--- src/rtl/rat_cu_sequencer_if.sv ---
// rtl/rat_cu_sequencer_if.sv - opcode/IRQ inputs and cycle strobes of the RAT control-unit sequencer
// Master: fetch/IRQ side that drives opcode, I flag and requests, and consumes the strobes.
// Slave:  the sequencer itself.
// Inputs to the sequencer:
//   opcode_hi_5 / opcode_lo_2  opcode bits [17:13] / [1:0]
//   i_flag                     global interrupt enable
//   irq / irq_mask             level requests and per-source enables
// Outputs of the sequencer:
//   rst, pc_inc, exec, stall   INIT / FETCH / first EXEC / WAIT strobes
//   pc_ld .. flg_shad_ld       interrupt-entry strobes (INTR only)
//   irq_ack / irq_id           one-hot ack in INTR, index of last taken source
//   state                      INIT=0 FETCH=1 EXEC=2 WAIT=3 INTR=4
interface rat_cu_sequencer_if #(
    parameter int N_IRQ    = 4,
    parameter int IRQ_ID_W = (N_IRQ > 1) ? $clog2(N_IRQ) : 1
);
    logic [4:0]          opcode_hi_5;
    logic [1:0]          opcode_lo_2;
    logic                i_flag;
    logic [N_IRQ-1:0]    irq;
    logic [N_IRQ-1:0]    irq_mask;

    logic                rst;
    logic                pc_inc;
    logic                exec;
    logic                stall;
    logic                pc_ld;
    logic [1:0]          pc_mux_sel;
    logic                sp_decr;
    logic                scr_we;
    logic [1:0]          scr_addr_sel;
    logic                scr_data_sel;
    logic                i_clr;
    logic                flg_shad_ld;
    logic [N_IRQ-1:0]    irq_ack;
    logic [IRQ_ID_W-1:0] irq_id;
    logic [2:0]          state;

    modport master (
        output opcode_hi_5, opcode_lo_2, i_flag, irq, irq_mask,
        input  rst, pc_inc, exec, stall, pc_ld, pc_mux_sel, sp_decr, scr_we,
               scr_addr_sel, scr_data_sel, i_clr, flg_shad_ld, irq_ack, irq_id, state
    );

    modport slave (
        input  opcode_hi_5, opcode_lo_2, i_flag, irq, irq_mask,
        output rst, pc_inc, exec, stall, pc_ld, pc_mux_sel, sp_decr, scr_we,
               scr_addr_sel, scr_data_sel, i_clr, flg_shad_ld, irq_ack, irq_id, state
    );
endinterface

--- src/rtl/rat_cu_sequencer.sv ---
// rtl/rat_cu_sequencer.sv - INIT/FETCH/EXEC/WAIT/INTR instruction-cycle sequencer with IRQ arbitration
// Ports:
//   clk_i    system clock, rising edge
//   reset_i  synchronous, active-high reset
//   seq_if   rat_cu_sequencer_if.slave (opcode, I flag, IRQ inputs; cycle strobes, IRQ_ID, STATE)
// Parameters:
//   N_IRQ     number of interrupt sources (1..8)
//   MEM_WAIT  extra EXEC wait cycles for scratch-memory opcodes (0..7)
module rat_cu_sequencer #(
    parameter int N_IRQ    = 4,
    parameter int MEM_WAIT = 0
) (
    input  logic                 clk_i,
    input  logic                 reset_i,
    rat_cu_sequencer_if.slave    seq_if
);
    localparam int IRQ_ID_W = (N_IRQ > 1) ? $clog2(N_IRQ) : 1;
    localparam bit HAS_WAIT = (MEM_WAIT > 0);
    // Counter holds "remaining WAIT cycles after this one", so it loads MEM_WAIT-1.
    localparam int          WAIT_LOAD_I = HAS_WAIT ? MEM_WAIT - 1 : 0;
    localparam logic [2:0]  WAIT_LOAD   = WAIT_LOAD_I[2:0];

    typedef enum logic [2:0] {
        ST_INIT  = 3'd0,
        ST_FETCH = 3'd1,
        ST_EXEC  = 3'd2,
        ST_WAIT  = 3'd3,
        ST_INTR  = 3'd4
    } state_t;

    state_t                state_q, state_d;
    logic [2:0]            wait_cnt_q, wait_cnt_d;
    logic [IRQ_ID_W-1:0]   irq_id_q, irq_id_d;

    logic [6:0]            opcode;
    logic                  is_mem;
    logic [N_IRQ-1:0]      pend;
    logic [IRQ_ID_W-1:0]   win_id;
    logic                  end_instr;
    logic                  in_intr;

    assign opcode = {seq_if.opcode_hi_5, seq_if.opcode_lo_2};
    assign pend   = seq_if.irq & seq_if.irq_mask;

    // Scratch-memory opcode class; anything else (including illegal codes) is non-memory.
    always_comb begin
        is_mem = 1'b0;
        casez (opcode)
            7'b0001010, 7'b0001011,
            7'b11100??, 7'b11101??,
            7'b0100101, 7'b0100110,
            7'b0010001, 7'b0110010: is_mem = 1'b1;
            default:                is_mem = 1'b0;
        endcase
    end

    // Lowest set index wins: scan downward so the last hit is the lowest.
    always_comb begin
        win_id = '0;
        for (int i = N_IRQ - 1; i >= 0; i--) begin
            if (pend[i]) begin
                win_id = IRQ_ID_W'(i);
            end
        end
    end

    always_ff @(posedge clk_i) begin
        if (reset_i) begin
            state_q    <= ST_INIT;
            wait_cnt_q <= 3'd0;
            irq_id_q   <= '0;
        end else begin
            state_q    <= state_d;
            wait_cnt_q <= wait_cnt_d;
            irq_id_q   <= irq_id_d;
        end
    end

    always_comb begin
        state_d    = state_q;
        wait_cnt_d = wait_cnt_q;
        irq_id_d   = irq_id_q;
        end_instr  = 1'b0;
        case (state_q)
            ST_INIT:  state_d = ST_FETCH;
            ST_FETCH: state_d = ST_EXEC;
            ST_EXEC: begin
                if (is_mem && HAS_WAIT) begin
                    state_d    = ST_WAIT;
                    wait_cnt_d = WAIT_LOAD;
                end else begin
                    end_instr = 1'b1;
                end
            end
            ST_WAIT: begin
                if (wait_cnt_q == 3'd0) begin
                    end_instr = 1'b1;
                end else begin
                    wait_cnt_d = wait_cnt_q - 3'd1;
                end
            end
            ST_INTR:  state_d = ST_FETCH;
            default:  state_d = ST_INIT;
        endcase

        // Requests are only looked at on the last cycle of an instruction.
        if (end_instr) begin
            if (seq_if.i_flag && (|pend)) begin
                state_d  = ST_INTR;
                irq_id_d = win_id;
            end else begin
                state_d  = ST_FETCH;
            end
        end
    end

    assign in_intr = (state_q == ST_INTR);

    assign seq_if.rst          = (state_q == ST_INIT);
    assign seq_if.pc_inc       = (state_q == ST_FETCH);
    assign seq_if.exec         = (state_q == ST_EXEC);
    assign seq_if.stall        = (state_q == ST_WAIT);
    assign seq_if.pc_ld        = in_intr;
    assign seq_if.pc_mux_sel   = in_intr ? 2'b10 : 2'b00;
    assign seq_if.sp_decr      = in_intr;
    assign seq_if.scr_we       = in_intr;
    assign seq_if.scr_addr_sel = in_intr ? 2'b11 : 2'b00;
    assign seq_if.scr_data_sel = in_intr;
    assign seq_if.i_clr        = in_intr;
    assign seq_if.flg_shad_ld  = in_intr;
    assign seq_if.irq_ack      = in_intr ? (N_IRQ'(1) << irq_id_q) : '0;
    assign seq_if.irq_id       = irq_id_q;
    assign seq_if.state        = state_q;
endmodule

--- src/flat_wrapper.sv ---
// flat-port wrapper written by rule: the top's interface ports become plain ports
module rat_cu_sequencer_flat 
#(
    parameter int N_IRQ    = 4,
    parameter int MEM_WAIT = 0
)
  (clk_i, reset_i, seq_if_opcode_hi_5, seq_if_opcode_lo_2, seq_if_i_flag, seq_if_irq, seq_if_irq_mask, seq_if_rst, seq_if_pc_inc, seq_if_exec, seq_if_stall, seq_if_pc_ld, seq_if_pc_mux_sel, seq_if_sp_decr, seq_if_scr_we, seq_if_scr_addr_sel, seq_if_scr_data_sel, seq_if_i_clr, seq_if_flg_shad_ld, seq_if_irq_ack, seq_if_irq_id, seq_if_state);
  rat_cu_sequencer_if #(.N_IRQ(N_IRQ)) seq_if_i ();
  input  logic clk_i;
  input  logic reset_i;
  input wire logic [$bits(seq_if_i.opcode_hi_5)-1:0] seq_if_opcode_hi_5;
  input wire logic [$bits(seq_if_i.opcode_lo_2)-1:0] seq_if_opcode_lo_2;
  input wire logic [$bits(seq_if_i.i_flag)-1:0] seq_if_i_flag;
  input wire logic [$bits(seq_if_i.irq)-1:0] seq_if_irq;
  input wire logic [$bits(seq_if_i.irq_mask)-1:0] seq_if_irq_mask;
  output wire logic [$bits(seq_if_i.rst)-1:0] seq_if_rst;
  output wire logic [$bits(seq_if_i.pc_inc)-1:0] seq_if_pc_inc;
  output wire logic [$bits(seq_if_i.exec)-1:0] seq_if_exec;
  output wire logic [$bits(seq_if_i.stall)-1:0] seq_if_stall;
  output wire logic [$bits(seq_if_i.pc_ld)-1:0] seq_if_pc_ld;
  output wire logic [$bits(seq_if_i.pc_mux_sel)-1:0] seq_if_pc_mux_sel;
  output wire logic [$bits(seq_if_i.sp_decr)-1:0] seq_if_sp_decr;
  output wire logic [$bits(seq_if_i.scr_we)-1:0] seq_if_scr_we;
  output wire logic [$bits(seq_if_i.scr_addr_sel)-1:0] seq_if_scr_addr_sel;
  output wire logic [$bits(seq_if_i.scr_data_sel)-1:0] seq_if_scr_data_sel;
  output wire logic [$bits(seq_if_i.i_clr)-1:0] seq_if_i_clr;
  output wire logic [$bits(seq_if_i.flg_shad_ld)-1:0] seq_if_flg_shad_ld;
  output wire logic [$bits(seq_if_i.irq_ack)-1:0] seq_if_irq_ack;
  output wire logic [$bits(seq_if_i.irq_id)-1:0] seq_if_irq_id;
  output wire logic [$bits(seq_if_i.state)-1:0] seq_if_state;
  assign seq_if_i.opcode_hi_5 = seq_if_opcode_hi_5;
  assign seq_if_i.opcode_lo_2 = seq_if_opcode_lo_2;
  assign seq_if_i.i_flag = seq_if_i_flag;
  assign seq_if_i.irq = seq_if_irq;
  assign seq_if_i.irq_mask = seq_if_irq_mask;
  assign seq_if_rst = seq_if_i.rst;
  assign seq_if_pc_inc = seq_if_i.pc_inc;
  assign seq_if_exec = seq_if_i.exec;
  assign seq_if_stall = seq_if_i.stall;
  assign seq_if_pc_ld = seq_if_i.pc_ld;
  assign seq_if_pc_mux_sel = seq_if_i.pc_mux_sel;
  assign seq_if_sp_decr = seq_if_i.sp_decr;
  assign seq_if_scr_we = seq_if_i.scr_we;
  assign seq_if_scr_addr_sel = seq_if_i.scr_addr_sel;
  assign seq_if_scr_data_sel = seq_if_i.scr_data_sel;
  assign seq_if_i_clr = seq_if_i.i_clr;
  assign seq_if_flg_shad_ld = seq_if_i.flg_shad_ld;
  assign seq_if_irq_ack = seq_if_i.irq_ack;
  assign seq_if_irq_id = seq_if_i.irq_id;
  assign seq_if_state = seq_if_i.state;
  rat_cu_sequencer #(.N_IRQ(N_IRQ), .MEM_WAIT(MEM_WAIT)) u_core (.clk_i(clk_i), .reset_i(reset_i), .seq_if(seq_if_i));
endmodule
--- config.mk ---
export PLATFORM = sky130hd
export DESIGN_NAME = rat_cu_sequencer_flat
export DESIGN_NICKNAME = d
export VERILOG_FILES = /design/src/rtl/rat_cu_sequencer_if.sv /design/src/rtl/rat_cu_sequencer.sv /design/src/flat_wrapper.sv
export SDC_FILE = /design/constraint.sdc
export NUM_CORES = 1
export LEC_CHECK = 0
export ABC_AREA = 1
export BUFFER_PORTS_ARGS = -buffer_cell sky130_fd_sc_hd__buf_2
export CAP_MARGIN = 0
export CORE_AREA = 2 2 39 41
export CTS_BUF_LIST = sky130_fd_sc_hd__clkbuf_8
export CTS_CLUSTER_SIZE = 14
export DETAILED_ROUTE_END_ITERATION = 7
export DIE_AREA = 0 0 41 43
export PLACE_DENSITY = 0.91
export SETUP_SLACK_MARGIN = 0.05
export SLEW_MARGIN = 20
export SYNTH_ARGS = -nofsm -noshare
export SYNTH_HDL_FRONTEND = slang
export SYNTH_SLANG_ARGS = --single-unit
--- constraint.sdc ---
create_clock -name clk_i -period 2.1 [get_ports clk_i]
set_input_delay 0.105 -clock clk_i [delete_from_list [all_inputs] [get_ports clk_i]]
set_output_delay 0.105 -clock clk_i [all_outputs]
set_load 0.01 [all_outputs]
==> results of run 1 <==
## through the flow
stage	worst slack, ns	power, mW	area, um2	std cells
after CTS	0.355	0.430	702	125
after detailed placement	0.607	0.242	661	122
after global routing	0.109	0.446	702	125
final	0.406	0.422	702	125
after floorplan	0.538	0.216	548	83
after global placement	0.675	0.241	661	122
## where the power goes
part / switching (mW) / total (mW) / internal [mW]
clock network: 0.0585 / 0.182 / 0.124
registers: 0.00699 / 0.166 / 0.159
logic: 0.0434 / 0.0741 / 0.0306
## metal layers
layer | global-route usage [%] | routed length (um)
met5 | 0 | 0
met4 | 12.0 | 42
met3 | 6.28 | 83
met2 | 24.1 | 540
met1 | 15.2 | 449
## area by class of cell
class	instances	area, um2	area share (%)
multi-input cells	52	268	38.1
flip-flops and latches	8	160	22.8
repair buffers	32	160	22.8
inverters	14	52.6	7.49
clock buffers	3	41.3	5.88
well taps	16	20.0	2.85
## cell usage after synthesis
library cell and number:
nand3_1 3, o21bai_1 1, nor2_4 1, nor2_2 1
a21oi_1 7, nand2_1 12, a21boi_0 1, dfxtp_1 8
o21ai_0 3, o21ai_2 1, nor2_1 12, inv_2 1
ha_1 2, inv_1 13, nand2_2 1, conb_1 1
nor3_1 5, buf_4 9, nand2_4 1
## worst max-delay path, cell delays in order (launching register included)
cell	delay, ns
dfxtp_1	0.35
nor2_1	0.16
inv_1	0.07
nor2_1	0.32
inv_1	0.15
nor3_1	0.15
buf_2	0.16
## cell families after synthesis
family | count (synthesis) | share of synthesized area [%]
flip-flops | 8 | 29.2
buffers and inverters | 23 | 21.9
AO/OA/AOI/OAI | 13 | 13.5
AND/OR/NAND/NOR | 36 | 30.1
other | 1 | 0.684
adder cells (fa/ha/maj) | 2 | 4.57
## worst max path at each step
stage                                         from           endpoint  cells after the start
6_report       u_core.seq_if.state[0]$_SDFFE_PP0P_  seq_if_irq_ack[3]                      6
5_1_grt        u_core.seq_if.state[0]$_SDFFE_PP0P_  seq_if_irq_ack[3]                      6
4_1_cts        u_core.seq_if.state[0]$_SDFFE_PP0P_  seq_if_irq_ack[3]                      6
3_5_place_dp   u_core.seq_if.state[0]$_SDFFE_PP0P_  seq_if_irq_ack[3]                      6
3_3_place_gp   u_core.seq_if.state[0]$_SDFFE_PP0P_  seq_if_irq_ack[0]                      6
2_1_floorplan  u_core.seq_if.state[0]$_SDFFE_PP0P_  seq_if_irq_ack[0]                      5
## state kept, by name (all words and copies together) (netlist names)
name,flops
u_core.wait_cnt_q,3
u_core.seq_if.irq_id,2
u_core.seq_if.state,3
==> out/results.ini, run 1 <==
[worst_setup_path]
worst_r2r_path_depth = 7
worstSetupPathType = reg2out
reg2reg_from = u_core.wait_cnt_q[0]$_SDFFE_PP0P_
reg2reg_to = u_core.seq_if.irq_id[0]$_SDFFE_PP0P_
crit_required_ns = 2.00
r2r_slack_ns = 0.81
startpoint_type = flip-flop
cp_max_fo = 10
worstPathArrival_ns = 1.59
critPathCaptureType = primary output

[placement]
routabilityCongestion = 0.694
dpl.hpwl_um = 943
port_buffers = 32

[power]
power_density_nw_per_um2 = 601
leakage_nw = 0.413
vdd_drop_max_uv = 274

[cts]
clock_latency_ns = 0.23
cts_made_buffers = 3
cts_tree = done
htreeDepth = 1
clock_path_buffers = 2
postCtsSetupBuffers = 0
cts-root-buf = clkbuf_8
cts_hold_buf = 0
post_cts_resized = 0
clkSinkCount = 8
clk_pin_slew_ns = 0.04

[yosys]
avgSynthCellArea_um2 = 6.60
synth_top_area_share_pct = 29.2
ys_seq_elements = 8
yosysWarnings = 0
netlist_instances = 83
ys_seq_area_share_pct = 29.2
synth_nets = 103
syn_area_um2 = 548
synth_top_cell_by_area = dfxtp_1
synth_cell_types = 19
netlist_top_cells_area = dfxtp_1 (29%), buf_4 (12%), inv_1 (8.9%), nand2_1 (8.2%), nor2_1 (8.2%)

[timing]
finalSetupViolCount = 0
min_period_ns = 1.69
finalHoldViolCount = 0
finalSetupTns_ns = 0
hold_ws_ns = 0.0852
finalCritPeriodShare_pct = 80.7
rsz0062_at_grt = no
clock.fmax_mhz = 590
finClkSkew_ns = 0.00378
finalMaxSlewViolations = 0

[die]
row_count = 14
core_area_um2 = 1380
die_x_um = 41
die_area_um2 = 1760
die_h_um = 43
ios = 41
start_util_pct = 39.6

[routing]
drt_iter0_markers = 3
wirelength_um = 1120
first_pass_iters = 4
drc = 0
avgViaCountPerCell = 4.57
wire_per_inst_um = 8.92
postRouteAntennaNets = 0
dr_total_vias = 571

[layout]
drive_above_1_share_pct = 37.6
area_growth_pct = 28.1
layout_commonest_cell = buf_2
finish.utilization_pct = 50.7
final_cell_mix = buf_2 (32), inv_1 (13), nor2_1 (12), nand2_1 (12), dfxtp_1 (8)
fillers = 152
antenna_cells = 0
fin_nets = 131

[global_route]
grt_start_max_net_pins = 11
antenna_found_initial = 0
grt_usage_pct = 15.5
grt.overflow.total = 0
grt_pass1_vias = 460
grt_first_pass_wirelength_um = 1770

[worst_hold_path]
hold_path_depth = 2
hold_path.class = in2reg
hold_end = u_core.seq_if.state[1]$_SDFFE_PP0P_
hold_start = reset_i

[run]
drv_cap = 0

[outcome]
outcome = finished, final reports clean

Power figures use the tool's default switching activity.
==> run 2, diff against run 1 <==
Settings changed: CORE_AREA 2 2 39 41 to default, CORE_UTILIZATION from default to 40, DIE_AREA 0 0 41 43 to default, PLACE_DENSITY 0.91 to 0.89.
Clock period 2.1 ns to 1.8 ns, I/O delays scaled along.
==> out/results.ini, run 2 (synthesized netlist as in run 1, its figures left out) <==
[worst_setup_path]
worstSetupPathType = reg2out
crit_family = buffers and inverters
crit_required_ns = 1.71
cp_max_fo = 10
worstPathArrival_ns = 1.49
startpoint_type = flip-flop
path_cells = nor2_1 > inv_1 > nor2_1 > buf_4 > inv_1 > nor3_1 > buf_2
reg2reg_to = u_core.seq_if.irq_id[0]$_SDFFE_PP0P_
path_buf_inv = 4
reg2reg_from = u_core.wait_cnt_q[0]$_SDFFE_PP0P_
worst_r2r_path_depth = 8
path_depth = 7
cpMaxStageDelayCell = dfxtp_1
critPathCaptureType = primary output
slowest_delay_ns = 0.35
r2r_slack_ns = 0.48

[routing]
top_layer_used = met4
first_pass_iters = 4
wl_met3_um = 110
avgViaCountPerCell = 4.73
wire_per_inst_um = 10.0
drc = 0
drt_iter0_markers = 7
met2WireLength_um = 564
dr_total_vias = 586
wirelength_met1_um = 525
postRouteAntennaNets = 0
wirelength_um = 1240

[cts]
postCtsSetupBuffers = 0
clock_path_buffers = 2
clock_latency_ns = 0.23
cts-root-buf = clkbuf_8
cts_made_buffers = 3
post_cts_resized = 0
htreeDepth = 1
clk_pin_slew_ns = 0.04
cts_hold_buf = 0
clkSinkCount = 8
cts_tree = done

[die]
ios = 41
start_util_pct = 46.2
die_h_um = 39.0
core_area_um2 = 1190
die_area_um2 = 1520
row_count = 12
die_x_um = 39.0

[global_route]
antenna_found_initial = 0
grt_usage_pct = 20.8
grt_pass1_vias = 484
grt_first_pass_wirelength_um = 1990
grt.overflow.total = 0
grt_start_max_net_pins = 11

[layout]
stdcell_count = 124
final_area_um2 = 707
drive_above_1_share_pct = 38.2
antenna_cells = 0
fin_nets = 132
area_growth_pct = 29.0
layout_commonest_cell = buf_2
final_cell_mix = buf_2 (32), inv_1 (13), nor2_1 (12), nand2_1 (12), dfxtp_1 (8)

[worst_hold_path]
hold_path_depth = 2
hold_start = reset_i
hold_path.class = in2reg
hold_end = u_core.seq_if.state[0]$_SDFFE_PP0P_

[timing]
finalMaxSlewViolations = 0
rsz0062_at_grt = no
min_period_ns = 1.58
finalSetupTns_ns = 0
finalHoldViolCount = 0
fin_ws_ns = 0.220
finClkSkew_ns = 0.00289
clock.fmax_mhz = 633
finalCritPeriodShare_pct = 87.8
finalSetupViolCount = 0

[placement]
dpl_cell_area_um2 = 666
dpl_worst_slack_ns = 0.503
port_buffers = 32
routabilityCongestion = 0.817
dpl.hpwl_um = 935
numPlacedInstances = 121

[power]
pwr-share-seq_pct = 38.4
p_comb_share_pct = 17.8
leakage_nw = 0.418
power.switching_mw = 0.137
vdd_drop_max_uv = 336
swShare_pct = 27.3
intPower_mw = 0.366
pwr-share-clk_pct = 43.8
power_density_nw_per_um2 = 712

[run]
drv_cap = 0

[outcome]
outcome = finished, final reports clean

==> run 2: power by group through the flow <==
stage	clock, mW	combinational (mW)	sequential (mW)
detailed placement	0	0.0886	0.196
global route	0.228	0.103	0.195
finish	0.221	0.0898	0.193
CTS	0.220	0.0906	0.193
global placement	0	0.0853	0.196
floorplan	0	0.0538	0.198
==> run 2: per-stage QoR <==
| stage | power, mW | hold WS, ns | util, % |
|---|---|---|---|
| 6_report | 0.504 | 0.0709 | 59.6 |
| 5_1_grt | 0.525 | 0.0789 | 59.6 |
| 2_1_floorplan | 0.252 | 0.159 | - |
| 4_1_cts | 0.504 | 0.0731 | 59.6 |
| 3_3_place_gp | 0.281 | 0.302 | 56.1 |
| 3_5_place_dp | 0.285 | 0.310 | 56.1 |
==> run 2: worst reg2reg max path: cells and delay by family, from the launching register on <==
family	cells	cell delay, ns
and+or+nand+nor	5	0.55
buffers and inverters	1	0.10
adders and majority gates	1	0.15
AOI/OAI and AO/OA	1	0.14
DFF	1	0.29
==> run 2: worst max path at each step <==
stage | from | end
5_1_grt | u_core.seq_if.state[0]$_SDFFE_PP0P_ | seq_if_irq_ack[2]
4_1_cts | u_core.seq_if.state[0]$_SDFFE_PP0P_ | seq_if_irq_ack[3]
6_report | u_core.seq_if.state[0]$_SDFFE_PP0P_ | seq_if_irq_ack[3]
2_1_floorplan | u_core.seq_if.state[0]$_SDFFE_PP0P_ | seq_if_irq_ack[0]
3_5_place_dp | u_core.wait_cnt_q[0]$_SDFFE_PP0P_ | u_core.seq_if.irq_id[0]$_SDFFE_PP0P_
3_3_place_gp | u_core.wait_cnt_q[0]$_SDFFE_PP0P_ | u_core.seq_if.irq_id[0]$_SDFFE_PP0P_
==> run 2: area by class of cell <==
cell class / count / area [um2]
fill: 116 / 479
multi-input combinational: 52 / 268
timing repair buffer: 33 / 168
sequential: 8 / 160
inverter: 14 / 52.6
clock buffer: 3 / 41.3
tap: 14 / 17.5
==> run 2: routing by layer <==
layer  GRT usage [%]  vias up
met3            6.94        5
met2            33.3       32
li1                -      302
met4            18.1        0
met1            21.2      247
met5               0        -
